--- config.mk ---
export PLATFORM = sky130hd
export DESIGN_NAME = out_requant
export DESIGN_NICKNAME = d
export VERILOG_FILES = /design/src/rtl/out_requant.sv
export SDC_FILE = /design/constraint.sdc
export NUM_CORES = 1
export LEC_CHECK = 0
export CORE_ASPECT_RATIO = 0.9
export CORE_MARGIN = 2
export CORE_UTILIZATION = 35
export DETAILED_ROUTE_END_ITERATION = 16
export GPL_TIMING_DRIVEN = 1
export PLACE_DENSITY = 0.6
export SLEW_MARGIN = 20
export SYNTH_ARGS = -nofsm -noshare
export SYNTH_HDL_FRONTEND = slang
export SYNTH_SLANG_ARGS = --single-unit
--- constraint.sdc ---
create_clock -name CLK -period 2.7 [get_ports CLK]
set_input_delay 0.675 -clock CLK [delete_from_list [all_inputs] [get_ports CLK]]
set_output_delay 0.675 -clock CLK [all_outputs]
set_load 0.01 [all_outputs]
--- src/rtl/out_requant.sv ---
// out_requant: ReLU, shift and int8 saturation of a 16-bit result matrix into a next-layer SRAM
module out_requant (
    input  logic        CLK,
    input  logic        RSTN,
    input  logic        START,
    input  logic [11:0] MNT,
    input  logic [3:0]  SHIFT,
    output logic        BUSY,
    output logic        DONE,
    output logic        EN_O,
    output logic [3:0]  ADDR_O,
    input  logic [63:0] RDATA_O,
    output logic        EN_N,
    output logic        RW_N,
    output logic [2:0]  ADDR_N,
    output logic [63:0] WDATA_N
);
    typedef enum logic [2:0] {IDLE, RD0, RD1, CAP, WR, FIN} state_t;
    state_t      state_q, state_d;
    logic [2:0]  r_q, r_d;
    logic [3:0]  m_q, m_d, t_q, t_d, sh_q, sh_d;
    logic [63:0] lo_q, lo_d, row_d;
    logic        en_o_d, wr_d;
    logic [3:0]  addr_o_d;
    logic [2:0]  addr_n_d;
    logic        unused_n;
    assign unused_n = ^MNT[7:4];
    function automatic logic [3:0] clamp8(input logic [3:0] v);
        return v > 4'd8 ? 4'd8 : v;
    endfunction
    function automatic logic [63:0] pack(input logic [127:0] src, input logic [3:0] m, input logic [3:0] sh);
        logic [15:0] x, y;
        pack = '0;
        for (int c = 0; c < 8; c++) begin
            x = src[127-16*c -: 16];
            y = x >> sh;
            pack[63-8*c -: 8] = (x[15] || 4'(c) >= m) ? 8'd0 : (y > 16'd127 ? 8'd127 : y[7:0]);
        end
    endfunction
    // next-state sequencing: read two halves of a data row, then write it; padding rows write zeros
    always_comb begin
        state_d = state_q;
        r_d     = r_q;
        m_d     = m_q;
        t_d     = t_q;
        sh_d    = sh_q;
        lo_d    = lo_q;
        row_d   = '0;
        case (state_q)
            IDLE: if (START) begin
                r_d     = '0;
                m_d     = clamp8(MNT[11:8]);
                t_d     = clamp8(MNT[3:0]);
                sh_d    = SHIFT;
                state_d = clamp8(MNT[3:0]) != 4'd0 ? RD0 : WR;
            end
            RD0: state_d = RD1;
            RD1: begin
                lo_d    = RDATA_O;
                state_d = CAP;
            end
            CAP: begin
                row_d   = pack({lo_q, RDATA_O}, m_q, sh_q);
                state_d = WR;
            end
            WR: if (r_q == 3'd7) state_d = FIN;
                else begin
                    r_d     = r_q + 3'd1;
                    state_d = ({1'b0, r_q} + 4'd1 < t_q) ? RD0 : WR;
                end
            default: state_d = IDLE;
        endcase
    end
    assign en_o_d   = state_d == RD0 || state_d == RD1;
    assign addr_o_d = en_o_d ? {r_d, state_d == RD1} : 4'd0;
    assign wr_d     = state_d == WR;
    assign addr_n_d = wr_d ? r_d : 3'd0;
    // state, latched parameters and outputs registered from next-state so outputs have no input path
    always_ff @(posedge CLK or negedge RSTN) begin
        if (!RSTN) begin
            state_q <= IDLE;
            r_q     <= '0;
            m_q     <= '0;
            t_q     <= '0;
            sh_q    <= '0;
            lo_q    <= '0;
            BUSY    <= 1'b0;
            DONE    <= 1'b0;
            EN_O    <= 1'b0;
            ADDR_O  <= '0;
            EN_N    <= 1'b0;
            RW_N    <= 1'b0;
            ADDR_N  <= '0;
            WDATA_N <= '0;
        end else begin
            state_q <= state_d;
            r_q     <= r_d;
            m_q     <= m_d;
            t_q     <= t_d;
            sh_q    <= sh_d;
            lo_q    <= lo_d;
            BUSY    <= state_d != IDLE;
            DONE    <= state_d == FIN;
            EN_O    <= en_o_d;
            ADDR_O  <= addr_o_d;
            EN_N    <= wr_d;
            RW_N    <= wr_d;
            ADDR_N  <= addr_n_d;
            WDATA_N <= row_d;
        end
    end
endmodule

## Word-level counts from Yosys, hierarchy flattened

Index checks and enable logic that the tools add are counted.

| cells by class | value |
|---|---|
| $add $sub $neg | 2 |
| $lt $le $gt $ge | 19 |
| equality and inequality tests | 9 |
| shift-type cells | 8 |
| mux-type cells | 29 |
| reductions and logical operators | 13 |

Operators with widths:

| cell | number |
|---|---|
| $gt 16x7->1 const B | 8 |
| $mux 8 | 16 |
| $shr 16x4->16 | 8 |
| $mux 64 | 1 |
| $mux 3 | 7 |
| $ge 3x4->1 const A | 4 |
| $pmux 3 s5 | 1 |
| $eq 3x3->1 const B | 4 |
| $mux 4 | 3 |
| $eq 3x2->1 const B | 3 |
| $logic_or 1x1->1 | 9 |
| $ge 1x4->1 const A | 2 |
| $ge 2x4->1 const A | 2 |
| $gt 4x4->1 const B | 2 |
| $eq 3x1->1 const B | 2 |
| $pmux 3 s2 | 1 |
| $add 3x1->4 const B | 1 |
| $lt 4x4->1 | 1 |
| $reduce_bool 4->1 | 1 |
| $add 3x1->3 const B | 1 |
| $logic_not 3->1 | 1 |
| $reduce_bool 3->1 | 1 |
| $reduce_and 2->1 | 1 |

| storage, ports and cells | value |
|---|---|
| register bits | 157 |
| input bits | 83 |
| output and inout port bits | 76 |
| word-level logic and storage cells | 93 |

## Longest topological paths before layout

| logic depth | value |
|---|---|
| word-level depth | 9 |
| gate-level depth with buffers | 11 |
| mapped depth without buffers | 10 |

## Least setup slack after synthesis

No wires, ideal clock.

| timing path | value |
|---|---|
| kind | flip-flop to flip-flop |
| from | register r_q[0] |
| to | register BUSY |
| setup time | 131 ps |
| arrival | 2467 ps |
| required time | 2569 ps |
| setup slack | 102 ps |
| stages on the path, launching flop included | 11 |
| path buffers | 0 |
| period minus slack after synthesis | 2598 ps |
| path through | dfrtp_1 ha_1 inv_1 ha_1 ha_1 or3_1 o22a_1 or3_1 nand2_1 inv_2 or3_1 |

| on the way | value |
|---|---|
| word-level cells in the longest chain between the ends | 6 |
| elaborated cells on any way between the ends | 7 |
| classes of those cells | add/sub: 1; order compare: 1; eq/ne: 1; mux: 3; reduce/logical: 1 |

Ends and longest elaborated chain:

| what | RTL line | RTL |
|---|---|---|
| from (decl) | 20 | `logic [2:0] r_q, r_d;` |
| from (signal assigned) | 97 | `r_q <= r_d;` |
| $add 3x1->4 | 69 | `state_d = ({1'b0, r_q} + 4'd1 < t_q) ? RD0 : WR;` |
| $lt 4x4->1 | 69 |  |
| $mux 3 | 69 |  |
| $mux 3 * | 66 | `WR: if (r_q == 3'd7) state_d = FIN;` |
| $pmux 3 s5 * | 49 | `case (state_q)` |
| named net state_d[2] | 19 | `state_t state_q, state_d;` |
| $reduce_bool 3->1 * | 102 | `BUSY <= state_d != IDLE;` |
| to (signal assigned) | 87 | `BUSY <= 1'b0;` |
| to (signal assigned) | 102 |  |
| to (decl) | 8 | `output logic BUSY,` |

The timed path passes the listed nets; every way through them passes the cells marked *.
A chain may end at the register's enable or synchronous reset.

## Worst setup path after layout

Same ends and word-level chain as after synthesis.

==> results.json <==
{
  "status": "finished clean",
  "clk_path_buf_depth": 2,
  "start_util_pct": 35.82,
  "wl_per_cell_um": 21.58,
  "synth-seq-cells": 157,
  "area_growth_pct": 26.77,
  "crit_buf_inv": 2,
  "clock_skew_ps": 10.00,
  "finalCritPeriodShare_pct": 96.38,
  "cp_slowest_stage_delay_ps": 380,
  "insertion_delay_ps": 440,
  "synth_common_cells": "dfrtp_1 (157), nand2_1 (107), mux2_2 (106), mux2i_1 (80), nor2_1 (78)",
  "hold_slack_ps": 111.8,
  "numPortBuffers": 154,
  "fin_cells": 1706,
  "r2r_start": "r_q[0]",
  "fin_util_pct": 45.40,
  "cp_max_fo": 2,
  "drv_slew": 0,
  "path_clk_slew_ps": 70,
  "syn_area_mm2": 0.01113,
  "synthArstFlopShare_pct": 100.0,
  "p_per_area_mw_per_mm2": 1312,
  "ys_types": 72,
  "rr_worst_depth": 10,
  "tightest_slew_ps": 1012,
  "crit_path_end": "BUSY",
  "gr-total-overflow": 0,
  "wirelength_um": 36820,
  "slowest_stage": "or3_4",
  "rsz0062_at_grt": "false",
  "yosys.area.top_type_share_pct": 35.31,
  "gp_congestion": 0.9679,
  "drc": 0,
  "synth_area_leaders": "dfrtp_1 (35%), mux2_2 (11%), mux4_2 (9.9%)",
  "post-place-cells": 1673,
  "cts_max_level": 4,
  "path_class": "reg -> reg",
  "synth-edff-count": 0,
  "period_minus_slack_ps": 2602,
  "tritoncts": "built",
  "cts_setup_buffers": 0,
  "tns_ps": 0,
  "dr.pass1.iters": 5,
  "synth_flop_cell": "dfrtp_1",
  "worstPathCellList": "ha_2 -> inv_1 -> ha_1 -> ha_1 -> or3_1 -> o22a_1 -> or3_4 -> nand2_2 -> inv_2 -> or3_1",
  "grt.total_usage_pct": 22.36,
  "viasPerCell": 5.824,
  "detailed_place_hpwl_um": 27740,
  "crit_path_end_kind": "register",
  "vias": 9936,
  "grt_max_degree": 62,
  "ys_warn_count": 0,
  "cts_buffers": 17,
  "critPathTopFamily": "simple AND/OR/NAND/NOR gates",
  "hold_class": "in -> async",
  "fmax_ghz": 0.3843,
  "drtIter0Drc": 1024,
  "die_w_um": 191.9,
  "relSlewSlack_pct": 32.40,
  "drive_above_1_share_pct": 24.23,
  "antenna_found_initial": 2,
  "core_area_mm2": 0.03106,
  "synth.most_common_cell": "dfrtp_1",
  "cts_num_sinks": 157,
  "grt_pass1_wl_um": 57200,
  "path_depth": 10,
  "crit_start": "r_q[0]",
  "multiInputGateArea_mm2": 0.006575,
  "cp.required_ps": 3010,
  "ant_nets": 0,
  "vdd_drop_max_v": 0.0005584,
  "grt_pass1_vias": 9440,
  "yosysSeqAreaShare_pct": 35.31,
  "num-fill-cells": 2917,
  "cap_violations": 0,
  "cp.arrival_ps": 2910,
  "synthCells": 1099,
  "num-nets-final": 1372,
  "rrSetupSlack_ps": 100,
  "finalSetupViolCount": 0,
  "num_io_pins": 159,
  "yosys.area.top_type": "dfrtp_1",
  "r2r_end": "BUSY",
  "p_leak_uw": 0.006039,
  "rows": 61,
  "hold_viol": 0,
  "seq_area_mm2": 0.003939,
  "cts_root_buffer": "clkbuf_16",
  "start_kind": "register",
  "fp.dieH_um": 173.1,
  "avgSynthCellArea_um2": 10.12,
  "die-area_mm2": 0.03323
}
==> through the flow <==
stage | instance area [µm²] | power (µW) | setup WS, ps
3_3_place_gp | 13510 | 15740 | 20.10
4_1_cts | 14090 | 18350 | 8.153
2_1_floorplan | 11150 | 12270 | 101.9
3_5_place_dp | 13510 | 15850 | 6.645
6_report | 14100 | 18500 | 97.85
5_1_grt | 14100 | 19680 | 32.09
==> registers in the layout, summed over array words and instances (netlist names) <==
register  count
RW_N          1
r_q           3
t_q           4
m_q           4
ADDR_O        4
WDATA_N      64
EN_O          1
BUSY          1
state_q       3
sh_q          4
lo_q         64
ADDR_N        3
DONE          1
==> area by class of cell <==
type | count | share of cell area [%]
multi-input combinational | 828 | 46.62
sequential | 157 | 27.93
timing repair buffer | 248 | 16.83
tap | 409 | 3.628
clock buffer | 18 | 3.114
clock inverter | 14 | 1.038
inverter | 31 | 0.8251
antenna | 1 | 0.01774
==> worst min path at each step <==
stage	cells past startpoint	slack (ps)	end	start
after floorplan	0	380	ADDR_N[0]	RSTN
after global placement	2	470	t_q[1]	t_q[1]
after detailed placement	2	470	t_q[0]	t_q[0]
after CTS	1	100	lo_q[52]	RSTN
after global routing	1	110	lo_q[59]	RSTN
final	1	110	lo_q[59]	RSTN
==> layout by cell type (no fill, tap or decap), types with 5 or more instances in the layout <==
master / n
nor2_1: 78
mux2_1: 5
nor3_1: 6
buf_12: 10
nand2_1: 106
a211oi_1: 10
o21a_1: 10
or3_1: 5
o211ai_1: 7
o22ai_1: 43
a21oi_1: 66
conb_1: 8
buf_4: 84
mux2_2: 106
mux4_2: 49
o221ai_1: 15
a22o_1: 7
inv_1: 27
nand2b_1: 17
a22oi_1: 12
o21ai_1: 20
clkbuf_16: 17
mux2i_1: 80
nor2b_1: 10
clkdlybuf4s50_1: 153
inv_6: 5
nand3_1: 33
ha_1: 5
dfrtp_1: 153
a31oi_1: 14
o21ai_0: 29
a21o_1: 12
a221oi_1: 5
==> layer usage <==
metal	global-route usage, %	wire (µm)	vias to the layer above
met5	0	13	-
met4	6.090	624	2
met3	4.425	3135	52
met2	31.95	15880	458
met1	34.04	17160	4919
li1	-	-	4505
==> power breakdown <==
part	leakage [µW]	total, µW	internal [µW]	switching (µW)
combinational	0.00376	11800	5480	6310
clock	0.000288	2430	1330	1110
sequential	0.00199	4280	3270	1010
==> kinds of logic after synthesis <==
group	Yosys count	synth area share, %
compound gates	294	18.31
mux	240	28.35
flops	157	35.31
buf+inv	121	5.960
simple gates	280	11.36
other cells	1	0.03371
fa+ha+maj	6	0.6747
==> repair_timing <==
item,in CTS,in global routing
hold buffers,0,0
resized for setup,0,3
endpoints found under the setup margin,0,1
No activity file was read; power rests on OpenSTA's default activity.
